[src/rtl/alu_ctrl_pkg.sv]
// Shared definitions for the ALU control path.
//   - opcode constants for the register-register logical and shift instructions
//   - control-step state enumeration
//   - IR field bit positions and ALU select bit positions
package alu_ctrl_pkg;

    localparam int OPCODE_W = 5;
    localparam int REGSEL_W = 4;

    localparam logic [OPCODE_W-1:0] OP_AND  = 5'b00101;
    localparam logic [OPCODE_W-1:0] OP_OR   = 5'b00110;
    localparam logic [OPCODE_W-1:0] OP_SHR  = 5'b00111;
    localparam logic [OPCODE_W-1:0] OP_SHRA = 5'b01000;
    localparam logic [OPCODE_W-1:0] OP_SHL  = 5'b01001;
    localparam logic [OPCODE_W-1:0] OP_NOT  = 5'b10010;

    // IR field LSB positions: opcode IR[31:27], Ra IR[26:23], Rb IR[22:19], Rc IR[18:15]
    localparam int IR_OP_LSB = 27;
    localparam int IR_RA_LSB = 23;
    localparam int IR_RB_LSB = 19;
    localparam int IR_RC_LSB = 15;

    // Bit positions inside the one-hot ALU select vector
    localparam int SEL_NOT  = 5;
    localparam int SEL_OR   = 4;
    localparam int SEL_AND  = 3;
    localparam int SEL_SHR  = 2;
    localparam int SEL_SHRA = 1;
    localparam int SEL_SHL  = 0;

    typedef enum logic [2:0] {
        S_IDLE,
        S_T0,
        S_T1,
        S_T2,
        S_T3,
        S_T4,
        S_T5,
        S_HALT
    } state_e;

endpackage

[src/rtl/alu_op_decode.sv]
// Combinational opcode decoder.
//   opcode_i : instruction opcode field
//   legal_o  : opcode is one of the supported logical/shift operations
//   binary_o : operation takes two register operands (AND, OR)
//   sel_o    : one-hot ALU select {NOT, OR, AND, SHR, SHRA, SHL}; all zero when illegal
module alu_op_decode
    import alu_ctrl_pkg::*;
(
    input  logic [OPCODE_W-1:0] opcode_i,
    output logic                legal_o,
    output logic                binary_o,
    output logic [5:0]          sel_o
);

    always_comb begin
        legal_o  = 1'b1;
        binary_o = 1'b0;
        sel_o    = 6'b0;
        case (opcode_i)
            OP_AND:  begin sel_o[SEL_AND] = 1'b1; binary_o = 1'b1; end
            OP_OR:   begin sel_o[SEL_OR]  = 1'b1; binary_o = 1'b1; end
            OP_NOT:  sel_o[SEL_NOT]  = 1'b1;
            OP_SHR:  sel_o[SEL_SHR]  = 1'b1;
            OP_SHRA: sel_o[SEL_SHRA] = 1'b1;
            OP_SHL:  sel_o[SEL_SHL]  = 1'b1;
            default: legal_o = 1'b0;
        endcase
    end

endmodule

[src/rtl/alu_op_sequencer.sv]
// Control-step sequencer for fetch/execute of register-register logical and
// shift instructions. All strobes are Moore outputs of the step register and
// the IR contents, so an asynchronous clear drops every strobe at once.
//   clock, clear     : rising-edge clock, asynchronous active-low reset
//   run              : permission to start / continue (sampled in IDLE and T5)
//   mem_ready        : memory read data valid, ends the T1 wait
//   ir               : instruction register contents (valid from T3 onward)
//   pc_out..ir_in    : PC, MAR, memory and IR strobes
//   ry_in, z_in, zlo_out, r_out, r_in, rsel : ALU operand/result and regfile controls
//   alu_*            : one-hot ALU selects, T4 only
//   illegal          : sticky, high while halted on an undecodable opcode
//   done             : one-cycle pulse in T5
module alu_op_sequencer
    import alu_ctrl_pkg::*;
#(
    parameter int OPW  = OPCODE_W,
    parameter int REGW = REGSEL_W
) (
    input  logic            clock,
    input  logic            clear,
    input  logic            run,
    input  logic            mem_ready,
    input  logic [31:0]     ir,
    output logic            pc_out,
    output logic            mar_in,
    output logic            inc_pc,
    output logic            pc_in,
    output logic            read,
    output logic            mdr_in,
    output logic            mdr_out,
    output logic            ir_in,
    output logic            ry_in,
    output logic            z_in,
    output logic            zlo_out,
    output logic            r_out,
    output logic            r_in,
    output logic [REGW-1:0] rsel,
    output logic            alu_not,
    output logic            alu_or,
    output logic            alu_and,
    output logic            alu_shr,
    output logic            alu_shra,
    output logic            alu_shl,
    output logic            illegal,
    output logic            done
);

    state_e state_q, state_d;
    // High during the first T1 cycle only; T1 is entered solely from T0.
    logic   t1_first_q;

    logic [OPW-1:0]  opcode;
    logic [REGW-1:0] ra, rb, rc;
    logic            op_legal, op_binary;
    logic [5:0]      op_sel;
    logic            unused_ir;

    assign opcode    = ir[IR_OP_LSB +: OPW];
    assign ra        = ir[IR_RA_LSB +: REGW];
    assign rb        = ir[IR_RB_LSB +: REGW];
    assign rc        = ir[IR_RC_LSB +: REGW];
    assign unused_ir = ^ir[IR_RC_LSB-1:0];

    alu_op_decode u_decode (
        .opcode_i (opcode),
        .legal_o  (op_legal),
        .binary_o (op_binary),
        .sel_o    (op_sel)
    );

    always_ff @(posedge clock or negedge clear) begin
        if (!clear) begin
            state_q    <= S_IDLE;
            t1_first_q <= 1'b0;
        end else begin
            state_q    <= state_d;
            t1_first_q <= (state_q == S_T0);
        end
    end

    always_comb begin
        state_d = state_q;
        case (state_q)
            S_IDLE:  if (run) state_d = S_T0;
            S_T0:    state_d = S_T1;
            S_T1:    if (mem_ready) state_d = S_T2;
            S_T2:    state_d = S_T3;
            S_T3:    state_d = op_legal ? S_T4 : S_HALT;
            S_T4:    state_d = S_T5;
            S_T5:    state_d = run ? S_T0 : S_IDLE;
            S_HALT:  state_d = S_HALT;
            default: state_d = S_IDLE;
        endcase
    end

    always_comb begin
        pc_out   = 1'b0;
        mar_in   = 1'b0;
        inc_pc   = 1'b0;
        pc_in    = 1'b0;
        read     = 1'b0;
        mdr_in   = 1'b0;
        mdr_out  = 1'b0;
        ir_in    = 1'b0;
        ry_in    = 1'b0;
        z_in     = 1'b0;
        zlo_out  = 1'b0;
        r_out    = 1'b0;
        r_in     = 1'b0;
        rsel     = '0;
        alu_not  = 1'b0;
        alu_or   = 1'b0;
        alu_and  = 1'b0;
        alu_shr  = 1'b0;
        alu_shra = 1'b0;
        alu_shl  = 1'b0;
        illegal  = 1'b0;
        done     = 1'b0;
        case (state_q)
            S_T0: begin
                pc_out = 1'b1;
                mar_in = 1'b1;
                inc_pc = 1'b1;
                z_in   = 1'b1;
            end
            S_T1: begin
                // Z still holds PC+1 for the whole wait; PC loads it only once.
                zlo_out = 1'b1;
                pc_in   = t1_first_q;
                read    = 1'b1;
                mdr_in  = 1'b1;
            end
            S_T2: begin
                mdr_out = 1'b1;
                ir_in   = 1'b1;
            end
            S_T3: begin
                // Unary ops leave RY untouched; illegal ops issue nothing.
                if (op_legal && op_binary) begin
                    r_out = 1'b1;
                    rsel  = rb;
                    ry_in = 1'b1;
                end
            end
            S_T4: begin
                r_out    = 1'b1;
                z_in     = 1'b1;
                rsel     = op_binary ? rc : rb;
                alu_not  = op_sel[SEL_NOT];
                alu_or   = op_sel[SEL_OR];
                alu_and  = op_sel[SEL_AND];
                alu_shr  = op_sel[SEL_SHR];
                alu_shra = op_sel[SEL_SHRA];
                alu_shl  = op_sel[SEL_SHL];
            end
            S_T5: begin
                zlo_out = 1'b1;
                r_in    = 1'b1;
                rsel    = ra;
                done    = 1'b1;
            end
            S_HALT:  illegal = 1'b1;
            default: ;
        endcase
    end

endmodule

[config.mk]
export PLATFORM = sky130hd
export DESIGN_NAME = alu_op_sequencer
export DESIGN_NICKNAME = d
export VERILOG_FILES = /design/src/rtl/alu_ctrl_pkg.sv /design/src/rtl/alu_op_decode.sv /design/src/rtl/alu_op_sequencer.sv
export SDC_FILE = /design/constraint.sdc
export NUM_CORES = 1
export LEC_CHECK = 0
export ABC_AREA = 1
export CELL_PAD_IN_SITES_DETAIL_PLACEMENT = 1
export CELL_PAD_IN_SITES_GLOBAL_PLACEMENT = 1
export CORE_AREA = 2 2 45 47
export DETAILED_ROUTE_END_ITERATION = 10
export DIE_AREA = 0 0 47 49
export DONT_BUFFER_PORTS = 1
export GPL_TIMING_DRIVEN = 0
export PLACE_DENSITY = 0.69
export SYNTH_ARGS = -nofsm -noshare
export SYNTH_HDL_FRONTEND = slang
export SYNTH_SLANG_ARGS = --single-unit
export TNS_END_PERCENT = 100
[constraint.sdc]
create_clock -name clock -period 1.4 [get_ports clock]
set_clock_uncertainty 0.05 [all_clocks]
set_input_delay 0.28 -clock clock [delete_from_list [all_inputs] [get_ports clock]]
set_output_delay 0.28 -clock clock [all_outputs]
set_load 0.1 [all_outputs]
==> results.sh <==
export IMPL_maxCapViolCount=0
export IMPL_die_w_um=47
export IMPL_drt_total_wl_mm=3.07
export IMPL_synth_edf_count=0
export IMPL_synth_area_per_cell_um2=5.73
export IMPL_synth_commonest_cells="nand2_1, inv_1, nand3_1"
export IMPL_syn_to_final_growth_pct=113
export IMPL_grtUsageTotal_pct=28.0
export IMPL_die_h_um=49
export IMPL_grt_pass1_wl_mm=4.54
export IMPL_cp_required_ns=1.07
export IMPL_root_buffer="clkbuf_4"
export IMPL_boundaryPins=61
export IMPL_drt_iter0_markers=7
export IMPL_gp_congestion=0.677
export IMPL_drv_slew=0
export IMPL_n_antenna_cell=0
export IMPL_grt_util_met3_pct=2.96
export IMPL_nNetsFinal=172
export IMPL_cts_tree="done"
export IMPL_synth_simple_area_share_pct=52.9
export IMPL_cts_htree_levels=1
export IMPL_final_hold_violation_count=0
export IMPL_syn_nets=140
export IMPL_drive_gt1_share_pct=63.7
export IMPL_core_area_um2=1840
export IMPL_status="complete, but fails checks"
export IMPL_clk_pin_slew_ns=0.04
export IMPL_wl_per_cell_um=18.9
export IMPL_clock_latency_ns=0.25
export IMPL_violations="setup timing"
export IMPL_rsz0062_at_grt="yes"
export IMPL_num_rows=16
export IMPL_dp_hpwl_mm=1.37
export IMPL_antenna_found_initial=0
export IMPL_vias_per_cell=5.06
export IMPL_ant_nets=0
export IMPL_ys_seq_area_share_pct=16.8
export IMPL_drtPass1Iterations=4
export IMPL_arrival_ns=2.15
export IMPL_start_util_pct=32.3
export IMPL_grt_pass1_vias=883
export IMPL_muxShareOfSynthArea_pct=0
export IMPL_end_kind="primary output"
export IMPL_critPathLaunchType="register"
export IMPL_finalCritPeriodShare_pct=177
export IMPL_hp_class="input pin to register"
export IMPL_max_slew_margin_pct=11.2
export IMPL_cts_sinks=4
export IMPL_ys_warnings_count=0
export IMPL_grt_max_degree=10
export IMPL_synth_area_top_cells="nand2_1, dfrtp_1, inv_1"
export IMPL_synth_seq_cells=4
export IMPL_cts_buffer_depth=2
export IMPL_yosys_area_top_type="nand2_1"
export IMPL_setup_viol=28
export IMPL_fill_cells=210
export IMPL_async_flop_share_pct=100
export IMPL_setup_slack_ns=-1.08
export IMPL_route_detailed_drc=0
export IMPL_layout_min_cycle_time_ns=2.48
export IMPL_yosysTopAreaCellShare_pct=18.3
export IMPL_cts_inserted_buffers=3
export IMPL_post_synth_top_count_cell="nand2_1"
export IMPL_yosysUniqueCellTypes=19
export IMPL_synth_cells=104
export IMPL_grt_overflow_total=0
export IMPL_synth_top_family_by_area="simple AND/OR/NAND/NOR gates"
export IMPL_portBuffers=0
export IMPL_tightest_slew_ns=1.32
export IMPL_synth_xor_area_share_pct=0
export IMPL_vias=820
export IMPL_synth_area_um2=596
export IMPL_ys_flop_type="dfrtp_1"
export IMPL_die_area_um2=2300
export IMPL_fmax_mhz=403
export IMPL_post_place_ws_ns=-0.800
export IMPL_synthAdderAreaFrac_pct=0
export IMPL_synth_compound_area_share_pct=5.88
export IMPL_worstSetupPathType="register to primary output"
export IMPL_grt_most_used_layer="met2"
export IMPL_cp_max_fo=7
export IMPL_grt_met2_usage_pct=45.9
export IMPL_gr_usage_met1_pct=37.7
## layer usage
metal,vias to the layer above,share of wire [%]
met3,8,4.2
met2,43,52
met1,397,41
met5,-,0
li1,372,-
met4,0,3.0
## timing repair
| item | CTS | global route |
|---|---|---|
| hold buffers | 1 | 0 |
| endpoints found under the hold margin | 4 | 0 |
| endpoints found under the setup margin | 28 | 28 |
| setup buffers | 20 | 6 |
| pin swaps | 25 | 13 |
| resized for setup | 30 | 8 |
## placed cells by master, fill, tap and decap left out
cell           count
dlygate4sd3_1      1
inv_4              2
nor2_1             1
clkbuf_1           1
nor2_4             8
inv_1             14
buf_4             11
nand3_2            1
a21oi_4            1
nand3_1            8
inv_8              1
nand2_4            5
nor4_4             1
buf_8              1
nand2_2            5
clkinvlp_4         2
nand4_1            4
nand2_8            5
nor3_4             5
o21ai_0            1
dfrtp_2            3
nor2_8             1
inv_2              9
nand2_1           18
nor3_2             1
o21ai_2            2
buf_6             12
clkbuf_4           3
buf_12             7
dfrtp_1            1
## path summary, 6_finish.rpt
check                                       start                endpoint  slack [ns]  cells past startpoint
min in group asynchronous                   clear  state_q[1]$_DFFE_PN0P_        0.25                      1
max reg2reg                state_q[1]$_DFFE_PN0P_  state_q[1]$_DFFE_PN0P_       -0.53                      7
max                        state_q[0]$_DFFE_PN0P_                 rsel[0]       -1.08                      7
min                                     mem_ready  state_q[0]$_DFFE_PN0P_        0.20                      2
min reg2reg                              register                register        0.67                      3
max in group asynchronous                   clear  state_q[0]$_DFFE_PN0P_        0.84                      1
## cell families after synthesis
kind of cell / after synthesis
and+or+nand+nor: 63
buffers and inverters: 33
DFF: 4
AOI/OAI and AO/OA: 4
## cell type report
cell class / count / area [um^2] / area share (%)
Multi-Input combinational cell: 67 / 596 / 47.0
Timing Repair Buffer: 27 / 283 / 22.3
Inverter: 28 / 125 / 9.87
Sequential cell: 4 / 104 / 8.19
Buffer: 5 / 100 / 7.90
Tap cell: 27 / 33.8 / 2.67
Clock buffer: 4 / 26.3 / 2.07
## metrics by stage
stage	hold slack, ns	setup TNS [ns]	area [um^2]	util [%]	cells
final	0.201	-21.89	1270	68.8	162
after global routing	0.231	-23.17	1270	68.8	162
after CTS	0.190	-20.71	1200	64.9	156
after detailed placement	-0.0655	-13.41	882	47.9	131
after global placement	-0.0655	-13.31	882	47.9	131
after floorplan	-0.0656	-11.22	848	-	104
## critical path, stage by stage, from the launching register on
cell,delay (ns)
dfrtp_2,0.44
buf_12,0.15
buf_8,0.11
nor2_4,0.63
nand2_1,0.20
nand2_1,0.13
inv_2,0.07
nand2_8,0.17
Power is not shown: default switching activity piles up to over one toggle a cycle in this logic, so the estimate is an artifact.
